--- src/rtl/phys_free_list.sv ---
// Circular free list of physical register indices for rename/dispatch.
// Dispatch pops from the head and commit pushes at the tail; a flush makes the list full again.
module phys_free_list #(
    parameter int PHYS_REG_BITS = 6,
    parameter int ARCH_REGS     = 32,
    parameter int DEPTH         = 2**PHYS_REG_BITS - ARCH_REGS
) (
    input  logic                     clk,
    input  logic                     rst,
    input  logic                     alloc_req,
    output logic [PHYS_REG_BITS-1:0] alloc_preg,
    output logic                     alloc_ack,
    input  logic                     free_we,
    input  logic [PHYS_REG_BITS-1:0] free_preg,
    input  logic                     flush,
    output logic                     empty,
    output logic                     full,
    output logic [PHYS_REG_BITS:0]   count
);

    localparam int PTR_BITS = $clog2(DEPTH);
    localparam logic [PTR_BITS:0] PTR_ONE  = (PTR_BITS+1)'(1);
    localparam logic [PTR_BITS:0] PTR_WRAP = (PTR_BITS+1)'(1) << PTR_BITS;

    logic [PHYS_REG_BITS-1:0] entries [DEPTH];
    logic [PTR_BITS:0]        head, tail, head_next, tail_next, used;
    logic                     do_free;

    always_comb begin
        empty      = (head == tail);
        full       = (head[PTR_BITS-1:0] == tail[PTR_BITS-1:0]) &&
                     (head[PTR_BITS] != tail[PTR_BITS]);
        used       = tail - head;
        count      = {{(PHYS_REG_BITS-PTR_BITS){1'b0}}, used};
        alloc_preg = entries[head[PTR_BITS-1:0]];
        // Gated by rst so a held request shows no ack while reset is asserted.
        alloc_ack  = rst && alloc_req && !empty && !flush;
        do_free    = free_we && (free_preg != '0) && !full;
        tail_next  = do_free ? tail + PTR_ONE : tail;
        // Flush: the DEPTH slots ending at the new tail hold exactly the non-committed registers.
        if (flush) begin
            head_next = tail_next ^ PTR_WRAP;
        end else begin
            head_next = alloc_ack ? head + PTR_ONE : head;
        end
    end

    always_ff @(posedge clk or negedge rst) begin
        if (!rst) begin
            head <= '0;
            tail <= PTR_WRAP;
            for (int i = 0; i < DEPTH; i++) begin
                entries[i] <= PHYS_REG_BITS'(ARCH_REGS + i);
            end
        end else begin
            head <= head_next;
            tail <= tail_next;
            if (do_free) begin
                entries[tail[PTR_BITS-1:0]] <= free_preg;
            end
        end
    end

`ifndef SYNTHESIS
    always @(posedge clk) begin
        if (rst) begin
            assert (!(free_we && (free_preg != '0) && full))
                else $warning("free of p%0d while free list full, dropped", free_preg);
            assert (count <= (PHYS_REG_BITS+1)'(DEPTH))
                else $error("free list count %0d exceeds capacity", count);
            for (int i = 0; i < DEPTH; i++) begin
                for (int j = i + 1; j < DEPTH; j++) begin
                    if (j < int'(count)) begin
                        assert (entries[head[PTR_BITS-1:0] + PTR_BITS'(i)] !=
                                entries[head[PTR_BITS-1:0] + PTR_BITS'(j)])
                            else $error("duplicate p%0d in free list",
                                        entries[head[PTR_BITS-1:0] + PTR_BITS'(i)]);
                    end
                end
            end
        end
    end
`endif

endmodule

--- config.mk ---
export PLATFORM = sky130hd
export DESIGN_NAME = phys_free_list
export DESIGN_NICKNAME = d
export VERILOG_FILES = /design/src/rtl/phys_free_list.sv
export SDC_FILE = /design/constraint.sdc
export NUM_CORES = 1
export LEC_CHECK = 0
export BUFFER_PORTS_ARGS = -buffer_cell sky130_fd_sc_hd__buf_2
export CAP_MARGIN = 20
export CORE_MARGIN = 3
export CORE_UTILIZATION = 62
export DETAILED_ROUTE_END_ITERATION = 6
export HOLD_SLACK_MARGIN = 0.15
export PLACE_DENSITY = 0.8
export SYNTH_ARGS = -nofsm -noshare
export SYNTH_HDL_FRONTEND = slang
export SYNTH_SLANG_ARGS = --single-unit
--- constraint.sdc ---
create_clock -name clk -period 3.2 [get_ports clk]
set_clock_uncertainty 0.1 [all_clocks]
set_input_delay 0.16 -clock clk [delete_from_list [all_inputs] [get_ports clk]]
set_output_delay 0.16 -clock clk [all_outputs]
set_load 0.01 [all_outputs]
==> results.md, run 1 <==
* Arr. time, crit path at 3.40 ns
* ANT nets after route at 0
* List of most frequent post-synthesis cells: 199 x mux2_2, 113 x dfstp_2, 91 x dfrtp_1
* Post-synth ARST share at 100%
* Final Critical Period at 3.12 ns
* Core Util, Final at 71.6%
* Diode count at 0
* Starting Density at 64.1%
* Syn avg cell area at 14.6 um2
* # IOs at 27
* Reg power frac at 40.2%
* Fin. Hold Viols at 0
* Placement Setup Slack at -0.181 ns
* Status: finished, final reports clean
* Post-synth EDFFs at 0
* Multi-input gate area at 4370 um2
* Share of total power in combinational logic at 38.8%
* First DRT Iteration DRCs at 481
* Final wirelength at 21,600 um
* Crit end category: flop
* Pre-Repair DR Iteration Count at 4
* Top_reg_cell synth: dfstp_2
* Power density over cell area at 1060 nW/um2
* Sequential-to-total area share from yosys stat at 53.5%
* Sink Count at 204
* Cell-internal power at 7.88 mW
* Dpl hpwl at 13,200 um
* Final worst hold slack at 0.187 ns
* Peak supply drop at 0.568 mV
* F_max at 321 MHz
* Leak at 4.70 nW
* DRC at 0
* P_sw at 3.75 mW
* Clock Tree Root: clkbuf_16
* Top post-synthesis cells by area: dfstp_2 30%, dfrtp_1 23%, mux2_2 23%
* Row count at 45
* Max_cap viols at 0
* Critical path launch point type: flop
* Fill cells at 1,039
* Clock latency on the worst-skew pair at 0.50 ns
* Final worst slack at 0.0832 ns
* Post-Synthesis Cell Area at 9810 um2
* Die area at 17,400 um2
* Synth area leader: dfstp_2
* WS Path Type: reg2reg
* CTS clk-pin slew, worst paths at 0.06 ns
* Chip Width at 132 um
* Slew margin rel. at 31.0%
* Port bufs at 25
* Register area at 5250 um2
* Final period util at 97.4%
* Synth warn at 0
* Gr ovfl total at 0
* Clock power share at 21.0%
* Syn-to-layout area delta at 11.7%
* Sw frac at 32.3%
* Final #Nets at 718
* GP Congestion at 0.823
* Largest fanout on the critical path at 9
* CTS tree: built
* RSZ-0062 raised after global routing: yes
* Routed length per placed instance at 23.4 um
* Flop2flop setup slack at 0.08 ns
* Cell Area, Placed at 10,200 um2
* Count leader, synth: mux2_2
* Post-synth net total at 696
* Vias in the first global route at 6,418
* First-pass GRT wire length at 35,100 um
* Fin area at 11,000 um2
* Yosys cell types at 42
* CTS Buf Count at 22
* GRT Total Usage at 25.3%
* Bufs on Longest Clock Path at 3
* Largest net degree at the start of global routing at 205
* Core ar. at 15,300 um2
* Final setup fails at 0
* HP Class: in2reg
* Fraction of layout cells with a size suffix above 1 at 59.7%
* Synth top area share at 30.3%
* Cells after Synth at 674
* Die Height at 132 um
* CP required at 3.48 ns
* H-tree depth at 1
* Via Count at 5,799
* Max-slew violations at 0
* Initial antenna violation count at 0
* Vias per cell at 6.30
* Worst-Margin Slew at 1.04 ns
* #FFs+latches synth at 204
[placed cells by master, fill, tap and decap left out, drive strengths merged]
cell type	netlist	routed
and2	1	1
a21oi	12	12
a221oi	1	1
and3	3	3
nand4	5	5
mux4	37	37
a211oi	5	5
dfrtp	91	91
buf	10	37
bufinv	0	1
ha	10	10
and3b	2	2
nand3	4	4
fa	1	1
a31oi	1	1
a21boi	1	1
nor2	5	5
mux2	199	199
xnor2	8	8
o31ai	1	1
xor2	6	6
mux2i	23	23
nor4	1	1
or4	2	2
a311o	1	1
nor3b	4	4
and4	1	1
a22o	5	5
o221ai	11	11
a22oi	7	7
dfstp	113	113
o21ai	3	3
clkinv	1	2
conb	1	1
clkbuf	34	38
nor2b	2	2
nor3	10	10
dlygate4sd3	0	3
nand2	42	42
inv	10	10
[final timing paths]
kind / start / to / cells after the start
worst max-delay path: head[4] / entries[57] / 7
worst min-delay path: alloc_req / head[0] / 5
worst max register to register: head[4] / entries[57] / 7
worst min register to register: entries[75] / entries[75] / 1
max in group asynchronous: rst / head[0] / 3
min in group asynchronous: rst / entries[6] / 3
[worst max-delay path: stages, from the launching register on]
cell and delay (ns):
dfrtp_1 0.49, clkinv_1 0.14, ha_1 0.38, and4_1 0.23
and3_1 0.36, nor3_4 0.54, nand2_1 0.38, mux2_2 0.37
[metal layers]
metal | share of wire (%) | track usage [%] | vias to the layer above
met5 | 0 | 0 | -
met4 | 2.2 | 6.53 | 0
met3 | 6.2 | 3.55 | 31
met2 | 51 | 43.1 | 150
met1 | 41 | 35.0 | 3066
li1 | - | - | 2552
[power by group through the flow]
stage	logic, mW	registers, mW	clock network (mW)
floorplan	3.29	4.44	0
global placement	4.28	4.59	0
detailed placement	4.41	4.68	0
CTS	4.45	4.65	2.49
global route	4.86	4.81	2.59
finish	4.52	4.67	2.45
[metrics by stage]
step | setup TNS (ns) | std cells | total power, mW
2_1_floorplan | 0 | 674 | 7.73
3_3_place_gp | -0.743 | 878 | 8.87
3_5_place_dp | -15.71 | 878 | 9.09
4_1_cts | -14.81 | 919 | 11.6
5_1_grt | -0.142 | 921 | 12.3
6_report | 0 | 921 | 11.6
[area by class of cell]
class | count | area share (%)
sequential | 204 | 47.9
multi-input combinational | 415 | 39.9
clock buffer | 36 | 5.97
timing repair buffer | 42 | 3.06
tap | 211 | 2.41
inverter | 11 | 0.377
clock inverter | 2 | 0.354
[what timing repair did]
item                                    CTS  global route
endpoints found under the setup margin  187           152
hold buffers                              3             0
resized for setup                         1             6
buffers inserted                          0             1
pin swaps                                 0             4
cloned                                    0             1
endpoints found under the hold margin   102             0
[cell families (layout without fill, tap and decap cells)]
| logic type | after synthesis | after routing | synth area share, % |
|---|---|---|---|
| adders and majority gates | 11 | 11 | 1.48 |
| buffers and inverters | 55 | 91 | 2.23 |
| AOI/OAI and AO/OA | 48 | 48 | 3.52 |
| and+or+nand+nor | 82 | 82 | 4.32 |
| xor gates and xnor gates | 14 | 14 | 1.25 |
| other | 1 | 1 | 0.0382 |
| DFF | 204 | 204 | 53.5 |
| muxes | 259 | 259 | 33.7 |
[flip-flops by register name, summed over array words and instances, names as in the netlist, named ones only]
name,cells
entries,192
tail,5
head,6
Note: power is estimated with default switching activity, not from simulation.
==> run 2, diff against run 1 <==
Settings changed: CELL_PAD_IN_SITES_DETAIL_PLACEMENT set to 1, CELL_PAD_IN_SITES_GLOBAL_PLACEMENT set to 2, CORE_UTILIZATION 62 to 46, PLACE_DENSITY 0.8 to 0.81.
==> run 2 against run 1 <==
The run now ends with setup timing left. Fmax down 7.3%. Final cell count up 7.5%. Utilization down 18 points. Sequential share of layout area down 0.77 points. Via count up 0.26%. Hold slack worse by 0.014 ns. Design area up 1.6%. Global-route usage down 3.9 points. Register-to-register slack worse by 0.24 ns. Critical path type unchanged. Largest power group unchanged. Highest routed layer unchanged.
==> results.md, run 2 (synthesis results as in run 1) <==
* Failing checks: setup timing
* Max_cap viols at 0
* Routed length per placed instance at 25.1 um
* CTS tree: built
* Bufs on Longest Clock Path at 3
* HP Start: alloc_req
* Clock power share at 22.3%
* Max reg flops at 192
* Hold endpoint: head[0]
* Final wirelength at 24,800 um
* Pre-Repair DR Iteration Count at 4
* Syn-to-layout area delta at 13.5%
* Vias in the first global route at 6,557
* Crit end category: flop
* F_max at 298 MHz
* Arr. time, crit path at 3.65 ns
* Pwr Total at 12.0 mW
* HP Class: in2reg
* Peak supply drop at 0.590 mV
* Final Critical Period at 3.36 ns
* H-tree depth at 1
* Largest fanout on the critical path at 8
* First-pass GRT wire length at 39,300 um
* RSZ-0062 raised after global routing: yes
* Cells on worst reg2reg path at 7
* DRC at 0
* Final period util at 105%
* Clock latency on the worst-skew pair at 0.50 ns
* Initial antenna violation count at 0
* Share of total power in combinational logic at 38.6%
* Via Count at 5,814
* Post-CTS Setup Bufs at 0
* Die area at 23,100 um2
* Max incr delay on CP at 0.79 ns
* Most common cell after layout, fill and taps aside: mux2_2
* Clock Tree Root: clkbuf_16
* Critical path launch point type: flop
* Gr ovfl total at 0
* GP Congestion at 0.823
* Largest net degree at the start of global routing at 205
* # IOs at 27
* First DRT Iteration DRCs at 191
* ANT nets after route at 0
* GRT Total Usage at 21.5%
* Vias per cell at 5.87
* WS Path Type: reg2reg
* Setup TNS Final at -7.96 ns
* Sink Count at 204
* Chip Width at 152 um
* Register area at 5250 um2
* Die Height at 152 um
* CTS clk-pin slew, worst paths at 0.06 ns
* Biggest regs: entries (192), head (6), tail (5)
* Row count at 52
* Worst-Margin Slew at 1.12 ns
* CP Buf/Inv Count at 1
* Core ar. at 20,600 um2
* Cells along the critical path: inv_1 -> ha_1 -> and4_1 -> and3_2 -> nor3_2 -> nand2_1 -> mux2_2
* CP required at 3.49 ns
* Flop2flop setup slack at -0.16 ns
* Multi-input gate area at 4360 um2
* Worst reg2reg path endpoint: entries[176]
* Crit path max-delay family: simple AND/OR/NAND/NOR gates
* FF-to-FF Start: head[3]
* Reg power frac at 39.1%
* Starting Density at 47.6%
* Final #Nets at 726
* Power density over cell area at 1080 nW/um2
* Sw frac at 32.9%
* Leak at 4.79 nW
* Hold path depth at 5
* Largest reg by FF count: entries
* Final worst slack at -0.161 ns
* Cell-internal power at 8.06 mW
* Fraction of layout cells with a size suffix above 1 at 61.0%
* Final setup fails at 126
* Worst path slowest cell: nor3_2
* P_sw at 3.94 mW
* Port bufs at 25
* Final worst hold slack at 0.173 ns
* Commonest non-fill, non-tap cells in the layout: 199 x mux2_2, 113 x dfstp_2, 89 x dfrtp_1
* Placement Setup Slack at -0.148 ns
* Slew margin rel. at 25.6%
* Dpl hpwl at 15,100 um
* Fin. Hold Viols at 0
* Status: finished, violations left
* Diode count at 0
* Max-slew violations at 0
* CTS Buf Count at 23
* Fill cells at 1,979
==> run 2: power groups by stage <==
stage	combinational [mW]	sequential [mW]	clock (mW)
final	4.64	4.69	2.67
after global routing	5.01	4.82	2.86
after CTS	4.65	4.68	2.74
after detailed placement	4.55	4.69	0
after global placement	4.42	4.60	0
after floorplan	3.29	4.44	0
==> run 2: worst max path at each step <==
stage	to	depth (start not counted)	slack [ns]	from
finish	entries[176]	7	-0.16	head[3]
global route	entries[78]	7	-0.24	head[3]
CTS	entries[150]	7	-0.10	head[3]
detailed placement	entries[75]	7	-0.15	head[3]
global placement	entries[147]	7	-0.02	head[3]
floorplan	entries[100]	9	0.35	head[4]
==> run 2: cell type report <==
cell class	instances	share of cell area, %
clock inverters	5	0.674
multi-input cells	415	39.2
repair buffers	49	3.36
well taps	270	3.03
inverters	11	0.371
flip-flops and latches	204	47.2
clock buffers	36	6.24
==> run 2: through the flow <==
step                util [%]  cells  instance area (um2)
floorplan                  -    674                 9810
global placement        49.8    944                10300
detailed placement      49.8    944                10300
CTS                     53.9    989                11100
global route            54.0    990                11100
finish                  54.0    990                11100
==> run 2: routing by layer <==
layer	share of wire (%)	global-route usage, %	vias up
met4	2.6	5.99	0
li1	-	-	2545
met1	45	29.9	3158
met3	2.6	2.96	35
met5	0	0	-
met2	50	35.5	76
==> run 2: tightest hold or removal path: stages <==
cell,delay (ns)
buf_2,0.11
nand2_1,0.08
a31oi_1,0.10
xor2_1,0.14
mux2_2,0.15
==> run 2: timing repair <==
item,4_1_cts,5_1_grt
hold endpoints to repair,102,0
setup endpoints to repair,140,147
pin swaps,0,0
gates cloned,0,1
gates resized for setup,4,1
hold buffers,4,0
